$ cat config.mk
export PLATFORM = sky130hd
export DESIGN_NAME = elevator_call_register_flat
export DESIGN_NICKNAME = d
export VERILOG_FILES = /design/src/rtl/elevator_call_register_if.sv /design/src/rtl/elevator_call_register.sv /design/src/flat_wrapper.sv
export SDC_FILE = /design/constraint.sdc
export NUM_CORES = 1
export LEC_CHECK = 0
export ABC_AREA = 1
export ABC_CLOCK_PERIOD_IN_PS = 1400
export BUFFER_PORTS_ARGS = -buffer_cell sky130_fd_sc_hd__buf_2
export CORE_UTILIZATION = 35
export CTS_CLUSTER_SIZE = 20
export DETAILED_ROUTE_END_ITERATION = 10
export REMOVE_ABC_BUFFERS = 1
export SLEW_MARGIN = 20
export SYNTH_ARGS = -nofsm -noshare
export SYNTH_HDL_FRONTEND = slang
export SYNTH_SLANG_ARGS = --single-unit
$ cat constraint.sdc
create_clock -name clk -period 1.4 [get_ports clk]
set_input_delay 0.28 -clock clk [delete_from_list [all_inputs] [get_ports clk]]
set_output_delay 0.28 -clock clk [all_outputs]
set_load 0.05 [all_outputs]
$ cat src/rtl/elevator_call_register_if.sv
// Call-register bus: raw buttons and lift status in, pending requests and stuck flags out.
interface elevator_call_register_if #(
  parameter int unsigned NUM_FLOORS = 3
);
  logic [NUM_FLOORS-1:0] btn;
  logic [1:0]            current_floor;
  logic                  door_open;
  logic                  moving;
  logic [NUM_FLOORS-1:0] req;
  logic                  any_req;
  logic [NUM_FLOORS-1:0] btn_stuck;

  modport master (
    output btn, current_floor, door_open, moving,
    input  req, any_req, btn_stuck
  );

  modport slave (
    input  btn, current_floor, door_open, moving,
    output req, any_req, btn_stuck
  );
endinterface

$ cat src/rtl/elevator_call_register.sv
// Per-floor call register: 2-FF synchroniser, debounce, press latching,
// service clear and stuck-button reporting.
module elevator_call_register #(
  parameter int unsigned NUM_FLOORS      = 3,
  parameter int unsigned DEBOUNCE_CYCLES = 4,
  parameter int unsigned STUCK_CYCLES    = 1000
) (
  input  logic                       clk,
  input  logic                       reset,
  elevator_call_register_if.slave    bus
);

  localparam int unsigned DBW = $clog2(DEBOUNCE_CYCLES);
  localparam int unsigned STW = $clog2(STUCK_CYCLES + 1);
  localparam logic [DBW-1:0] DB_LAST = DBW'(DEBOUNCE_CYCLES - 1);
  localparam logic [STW-1:0] ST_MAX  = STW'(STUCK_CYCLES);

  logic [NUM_FLOORS-1:0] sync1_q, sync2_q;
  logic [NUM_FLOORS-1:0] stable_q, stable_d;
  logic [DBW-1:0]        db_cnt_q    [NUM_FLOORS];
  logic [DBW-1:0]        db_cnt_d    [NUM_FLOORS];
  logic [STW-1:0]        stuck_cnt_q [NUM_FLOORS];
  logic [STW-1:0]        stuck_cnt_d [NUM_FLOORS];
  logic [NUM_FLOORS-1:0] stuck_q, stuck_d;
  logic [NUM_FLOORS-1:0] req_q, req_d;
  logic                  any_req_q, any_req_d;
  logic [NUM_FLOORS-1:0] press;
  logic [NUM_FLOORS-1:0] service;

  // Two-flop synchroniser for the asynchronous buttons
  always_ff @(posedge clk or negedge reset) begin
    if (!reset) begin
      sync1_q <= '0;
      sync2_q <= '0;
    end else begin
      sync1_q <= bus.btn;
      sync2_q <= sync1_q;
    end
  end

  // Debounce, press detection, stuck detection and request update
  always_comb begin
    stable_d  = stable_q;
    stuck_d   = stuck_q;
    req_d     = req_q;
    press     = '0;
    service   = '0;
    for (int unsigned i = 0; i < NUM_FLOORS; i++) begin
      db_cnt_d[i]    = '0;
      stuck_cnt_d[i] = stuck_cnt_q[i];

      if (sync2_q[i] != stable_q[i]) begin
        if (db_cnt_q[i] == DB_LAST) begin
          stable_d[i] = sync2_q[i];
          press[i]    = sync2_q[i];
        end else begin
          db_cnt_d[i] = db_cnt_q[i] + DBW'(1);
        end
      end

      // Stuck counter looks at the level held before this edge
      if (stable_q[i]) begin
        if (stuck_cnt_q[i] != ST_MAX) begin
          stuck_cnt_d[i] = stuck_cnt_q[i] + STW'(1);
        end
        stuck_d[i] = stuck_q[i] | (stuck_cnt_d[i] == ST_MAX);
      end else begin
        stuck_cnt_d[i] = '0;
        stuck_d[i]     = 1'b0;
      end

      // Clear takes priority so a press at the open door is absorbed
      service[i] = bus.door_open && !bus.moving &&
                   ({30'd0, bus.current_floor} == i);
      if (service[i]) begin
        req_d[i] = 1'b0;
      end else if (press[i]) begin
        req_d[i] = 1'b1;
      end
    end
    any_req_d = |req_d;
  end

  // State registers
  always_ff @(posedge clk or negedge reset) begin
    if (!reset) begin
      stable_q  <= '0;
      stuck_q   <= '0;
      req_q     <= '0;
      any_req_q <= 1'b0;
      for (int unsigned i = 0; i < NUM_FLOORS; i++) begin
        db_cnt_q[i]    <= '0;
        stuck_cnt_q[i] <= '0;
      end
    end else begin
      stable_q  <= stable_d;
      stuck_q   <= stuck_d;
      req_q     <= req_d;
      any_req_q <= any_req_d;
      for (int unsigned i = 0; i < NUM_FLOORS; i++) begin
        db_cnt_q[i]    <= db_cnt_d[i];
        stuck_cnt_q[i] <= stuck_cnt_d[i];
      end
    end
  end

  assign bus.req       = req_q;
  assign bus.any_req   = any_req_q;
  assign bus.btn_stuck = stuck_q;

endmodule

$ cat src/flat_wrapper.sv
// flat-port wrapper written by rule: the top's interface ports become plain ports
module elevator_call_register_flat 
#(
  parameter int unsigned NUM_FLOORS      = 3,
  parameter int unsigned DEBOUNCE_CYCLES = 4,
  parameter int unsigned STUCK_CYCLES    = 1000
)
  (clk, reset, bus_btn, bus_current_floor, bus_door_open, bus_moving, bus_req, bus_any_req, bus_btn_stuck);
  elevator_call_register_if #(.NUM_FLOORS(NUM_FLOORS)) bus_i ();
  input  logic clk;
  input  logic reset;
  input wire logic [$bits(bus_i.btn)-1:0] bus_btn;
  input wire logic [$bits(bus_i.current_floor)-1:0] bus_current_floor;
  input wire logic [$bits(bus_i.door_open)-1:0] bus_door_open;
  input wire logic [$bits(bus_i.moving)-1:0] bus_moving;
  output wire logic [$bits(bus_i.req)-1:0] bus_req;
  output wire logic [$bits(bus_i.any_req)-1:0] bus_any_req;
  output wire logic [$bits(bus_i.btn_stuck)-1:0] bus_btn_stuck;
  assign bus_i.btn = bus_btn;
  assign bus_i.current_floor = bus_current_floor;
  assign bus_i.door_open = bus_door_open;
  assign bus_i.moving = bus_moving;
  assign bus_req = bus_i.req;
  assign bus_any_req = bus_i.any_req;
  assign bus_btn_stuck = bus_i.btn_stuck;
  elevator_call_register #(.NUM_FLOORS(NUM_FLOORS), .DEBOUNCE_CYCLES(DEBOUNCE_CYCLES), .STUCK_CYCLES(STUCK_CYCLES)) u_core (.clk(clk), .reset(reset), .bus(bus_i));
endmodule
==> After elaboration in Yosys (flattened, before gate mapping) <==
Cells that the tools add are included.
{ "classes": {"n_bitwise": 3, "n_reduce_logical": 10, "n_eq_ne": 14, "n_addsub": 6, "muxes": 30} }
{ "op_table": {"columns": ["operator", "count"], "rows": [
  ["two-way mux 10 bit", 9],
  ["adder 10 x 1 -> 10 bit, second input constant", 3],
  ["equality test 10 bit, second input constant", 3],
  ["!= test 10 bit, second input constant", 3],
  ["two-way mux 1 bit", 15],
  ["two-way mux 2 bit", 6],
  ["equality test 2 bit, second input constant", 4],
  ["adder 2 x 1 -> 2 bit, second input constant", 3],
  ["AND reduction 2 bit", 3],
  ["logical AND 1 bit", 4],
  ["!= test 1 bit", 3],
  ["OR 1 bit", 3],
  ["OR reduction 3 bit", 1],
  ["equality test 2 x 1 -> 1 bit, second input constant", 1],
  ["logical NOT 2 bit", 1],
  ["logical NOT 1 bit", 1]
]} }
{ "word_totals": {"inputBits": 9, "output_inout_bits": 7, "wordCells": 77, "ff_bits": 52} }

==> Longest topological paths before layout <==
{ "depth": {"word_depth": 6, "ltp_mapped": 11, "ltp_nobuf": 11} }

==> Least setup slack after synthesis <==
OpenSTA, ideal clock, no wires.
{ "synth_path": {"path_type": "reg2reg", "from": "register u_core.stuck_cnt_q[20] (netlist bit)", "to": "register u_core.stuck_q[0], in the netlist u_core.bus.btn_stuck[0]", "period_less_slack_ns": 1.353, "path_buffers": 0, "stages_incl_launch_ff": 12, "path_slack_ns": 0.047, "arrival_time_ns": 1.235, "required_ns": 1.282, "cell_sequence": "dfrtp_1 -> inv_1 -> ha_1 -> nand2_1 -> nor2_1 -> nand3_1 -> nand2_1 -> nand2_1 -> nand2_1 -> nor2_1 -> nand4_1 -> nand2_1"} }
{ "synth_between": {"elab_chain_cells": 6, "word_cells_on_any_way": 7, "classes_between": "add/sub (1); eq/ne (2); mux (3); bitwise (1)"} }
{ "synth_lines": {"columns": ["element", "line_no", "source"], "rows": [
  ["from (decl)", "elevator_call_register.sv:22", "logic [STW-1:0] stuck_cnt_q [NUM_FLOORS];"],
  ["from (signal, indexed assignment)", "elevator_call_register.sv:102", "stuck_cnt_q[i] <= stuck_cnt_d[i];"],
  ["adder 10 x 1 -> 10 bit / != test 10 bit (equally long branches)", "elevator_call_register.sv:64, elevator_call_register.sv:63", null],
  ["two-way mux 10 bit (*)", "elevator_call_register.sv:63", "if (stuck_cnt_q[i] != ST_MAX) begin"],
  ["two-way mux 10 bit (*)", "elevator_call_register.sv:62", "if (stable_q[i]) begin"],
  ["equality test 10 bit (*)", "elevator_call_register.sv:66", "stuck_d[i] = stuck_q[i] | (stuck_cnt_d[i] == ST_MAX);"],
  ["OR 1 bit (*)", "elevator_call_register.sv:66", null],
  ["two-way mux 1 bit (*)", "elevator_call_register.sv:62", null],
  ["named net u_core.stuck_d[0]", "elevator_call_register.sv:24", "logic [NUM_FLOORS-1:0] stuck_q, stuck_d;"],
  ["to (signal assigned)", "elevator_call_register.sv:97", "stuck_q <= stuck_d;"],
  ["to (decl)", "elevator_call_register.sv:24", null]
]} }
The timed path passes the listed nets; every way through them passes the cells marked *. The select of a mux whose other input is x is not followed.
A chain may end at the register's enable or synchronous reset.

==> Worst setup path after layout <==
{ "layout_path": {"from": "register u_core.stuck_cnt_q[1] (netlist bit)", "to": "register u_core.stuck_q[2], in the netlist u_core.bus.btn_stuck[2]"} }
Same word-level chain as after synthesis.

==> results.ini <==
[timing]
finalMaxSlewViolations = 0
whs_ns = 0.0792
worst_slew_pin_slew_ns = 0.423
setup_viol = 4
layout_worst_path_cycle_share_pct = 108
rsz0062_at_grt = yes
max_freq_mhz = 664
post-route-min-period_ns = 1.51
layout_setup_ws_ns = -0.106
fin_worst_skew_ns = 0.00323
relSlewSlack_pct = 71.8
hold_viol_final = 0

[power_and_ir_drop]
p_per_area_nw_per_um2 = 1420
power_leakage_nw = 1.51
irDropWorstVdd_mv = 0.970

[floorplan]
core_area_um2 = 7330
die_area_um2 = 8000
start_util_pct = 36.5
fp.dieW_um = 89.5
die_y_um = 89.5
ioPinCount = 16
rows = 31

[grt]
track_usage_pct = 14.8
antenna_found_initial = 0
grt_use_met3_pct = 2.77
met2_usage_pct = 25.4
grt_most_used_layer = met2
overflow = 0
grt_first_pass_wirelength_um = 9230
grt_pass1_vias = 2074
globalRouteMet1Util_pct = 19.2
grt_start_max_net_pins = 42

[logic_synthesis]
synth_top_cell_by_area = dfrtp_1
ys_async_sr_fraction_pct = 100
avgSynthCellArea_um2 = 8.14
yosys.area.top_type_share_pct = 48.6
yosys-top-cells-count = nand2_1 (76), nor2_1 (56), dfrtp_1 (52), inv_1 (50), nand3_1 (15)
yosys.cell_count.top_type = nand2_1
synthCells = 329
ys_warn_count = 0
ys_seq_area_share_pct = 48.6
synth.area.top_cells = dfrtp_1 (49%), nand2_1 (11%), nor2_1 (7.9%), inv_1 (7.0%), ha_1 (4.2%)
synth_edf_count = 0
synth_area_um2 = 2680
synth_cell_types = 29
ys_seq_elements = 52
synth_ff_type = dfrtp_1

[critical_path]
start_kind = flip-flop
critPathMaxStageDelay_ns = 0.42
cpMaxStageDelayCell = dfrtp_1
cpLargestDelayFamily = simple AND/OR/NAND/NOR gates
crit_buf_inv = 1
worst-setup-path-type = flip-flop to flip-flop
crit_path_end_kind = flip-flop
path_cells = inv_2 > ha_4 > nand2_2 > nor2_4 > nand4_1 > nand2_2 > nand2_1 > nor2_1 > nand4_1 > nand2_1
crit_fanout = 3
crit_arrival_ns = 1.75
cp.required_ns = 1.65

[cts]
clkTransAtPathRegs_ns = 0.10
cts_buffer_depth = 2
cts_num_sinks = 52
clk_latency_ns = 0.30
htreeDepth = 2
cts_inserted_buffers = 5
cts_root_buf = clkbuf_8
cts_tree = yes

[layout]
final_area_um2 = 3390
fillers = 720
syn2layout_area_growth_pct = 26.4
final_nets = 395
drive_gt1_share_pct = 29.4
multi_input_area_um2 = 1350
antenna_cells = 0
regArea_um2 = 1310

[detailed_routing]
dr.pass1.iters = 4
route.detailed.drc = 0
vias_per_cell = 4.59
num_vias = 2189
antenna_left = 0
drt_iter0_drc = 93
wl_um = 5570
routedWlPerCell_um = 11.7

[placement]
place_area_um2 = 3000
post-place-ws_ns = -0.112
io_buffers = 15
hpwl_um = 3830
place_congestion = 0.815

[status]
status = finished with violations
violations = negative setup slack

[worst_hold_path]
hp-class = input port to flip-flop

[flow_run]
drv_cap = 0

state kept, by name, indices dropped and copies added (netlist names):
| name | flops |
|---|---|
| u_core.sync1_q | 3 |
| u_core.sync2_q | 3 |
| u_core.bus.btn_stuck | 3 |
| u_core.bus.req | 3 |
| u_core.bus.any_req | 1 |
| u_core.stuck_cnt_q | 30 |
| u_core.stable_q | 3 |
| u_core.db_cnt_q | 6 |
path summary, 6_finish.rpt:
| kind | slack [ns] | depth (start not counted) | end | startpoint |
|---|---|---|---|---|
| hold reg to reg | 0.36 | 0 | u_core.sync2_q[1]$_DFF_PN0_ | u_core.sync1_q[1]$_DFF_PN0_ |
| hold / removal | 0.08 | 1 | u_core.sync1_q[0]$_DFF_PN0_ | bus_btn[0] |
| setup / recovery | -0.11 | 10 | u_core.bus.btn_stuck[2]$_DFF_PN0_ | u_core.stuck_cnt_q[1]$_DFF_PN0_ |
| min in group asynchronous | 0.39 | 2 | u_core.sync1_q[2]$_DFF_PN0_ | reset |
| setup reg to reg | -0.11 | 10 | u_core.bus.btn_stuck[2]$_DFF_PN0_ | u_core.stuck_cnt_q[1]$_DFF_PN0_ |
| max in group asynchronous | 0.49 | 3 | u_core.stuck_cnt_q[21]$_DFF_PN0_ | reset |
report_power, final:
group	switching [mW]	internal, mW	total, mW
registers	0.212	1.76	1.97
logic	1.08	0.902	1.98
clock network	0.516	0.356	0.872
worst register-to-register path, cell delays in order (launching register included):
cell and delay [ns]:
dfrtp_1 0.42, inv_2 0.09, ha_4 0.15, nand2_2 0.07, nor2_4 0.15, nand4_1 0.14
nand2_2 0.12, nand2_1 0.06, nor2_1 0.11, nand4_1 0.09, nand2_1 0.08
through the flow:
stage	TNS, ns	power (mW)	utilization [%]	std cells
2_1_floorplan	0	2.80	-	326
3_3_place_gp	-0.213	3.35	40.9	456
3_5_place_dp	-0.341	3.40	40.9	456
4_1_cts	-0.109	4.46	43.5	470
5_1_grt	-1.08	5.17	46.2	477
6_report	-0.197	4.82	46.2	477
repair_timing:
item	4_1_cts	5_1_grt
setup buffers	5	7
hold buffers	1	0
gates resized for setup	17	40
endpoints found under the setup margin	8	13
pin swaps	13	16
hold endpoints to repair	11	0
cell usage in the layout (no fill, tap or decap), drive strengths merged, types with 2 or more instances in the layout:
cell type,count
inv,51
xor2,8
nand3,20
buf,43
nand4,13
ha,9
clkbuf,5
clkinv,2
nand2,77
or2,4
nor3,9
o21ai,5
a21oi,5
dfrtp,52
nand3b,2
xnor2,5
nor2,62
o22ai,2
cell families (layout without fill, tap and decap cells):
kind of cell               after synthesis  after routing  share of synthesized area (%)
DFF                                     52             52                           48.6
xor gates and xnor gates                13             13                           4.53
AOI/OAI and AO/OA                       13             13                           2.99
adders and majority gates                9              9                           4.21
buffers and inverters                   54            103                           7.62
and+or+nand+nor                        188            188                           32.1
cell type report:
cell class	instances	share of cell area (%)
clock buffer	5	2.03
clock inverter	3	0.628
inverter	51	5.65
multi-input combinational	223	39.9
sequential	52	38.5
tap	99	3.66
timing repair buffer	44	9.53
per-layer routing:
| layer | share of wire, % | vias to the layer above |
|---|---|---|
| met4 | 0.68 | 0 |
| met1 | 46 | 1039 |
| met3 | 2.5 | 4 |
| met5 | 0 | - |
| li1 | - | 1118 |
| met2 | 51 | 28 |
Power figures use the tool's default switching activity.
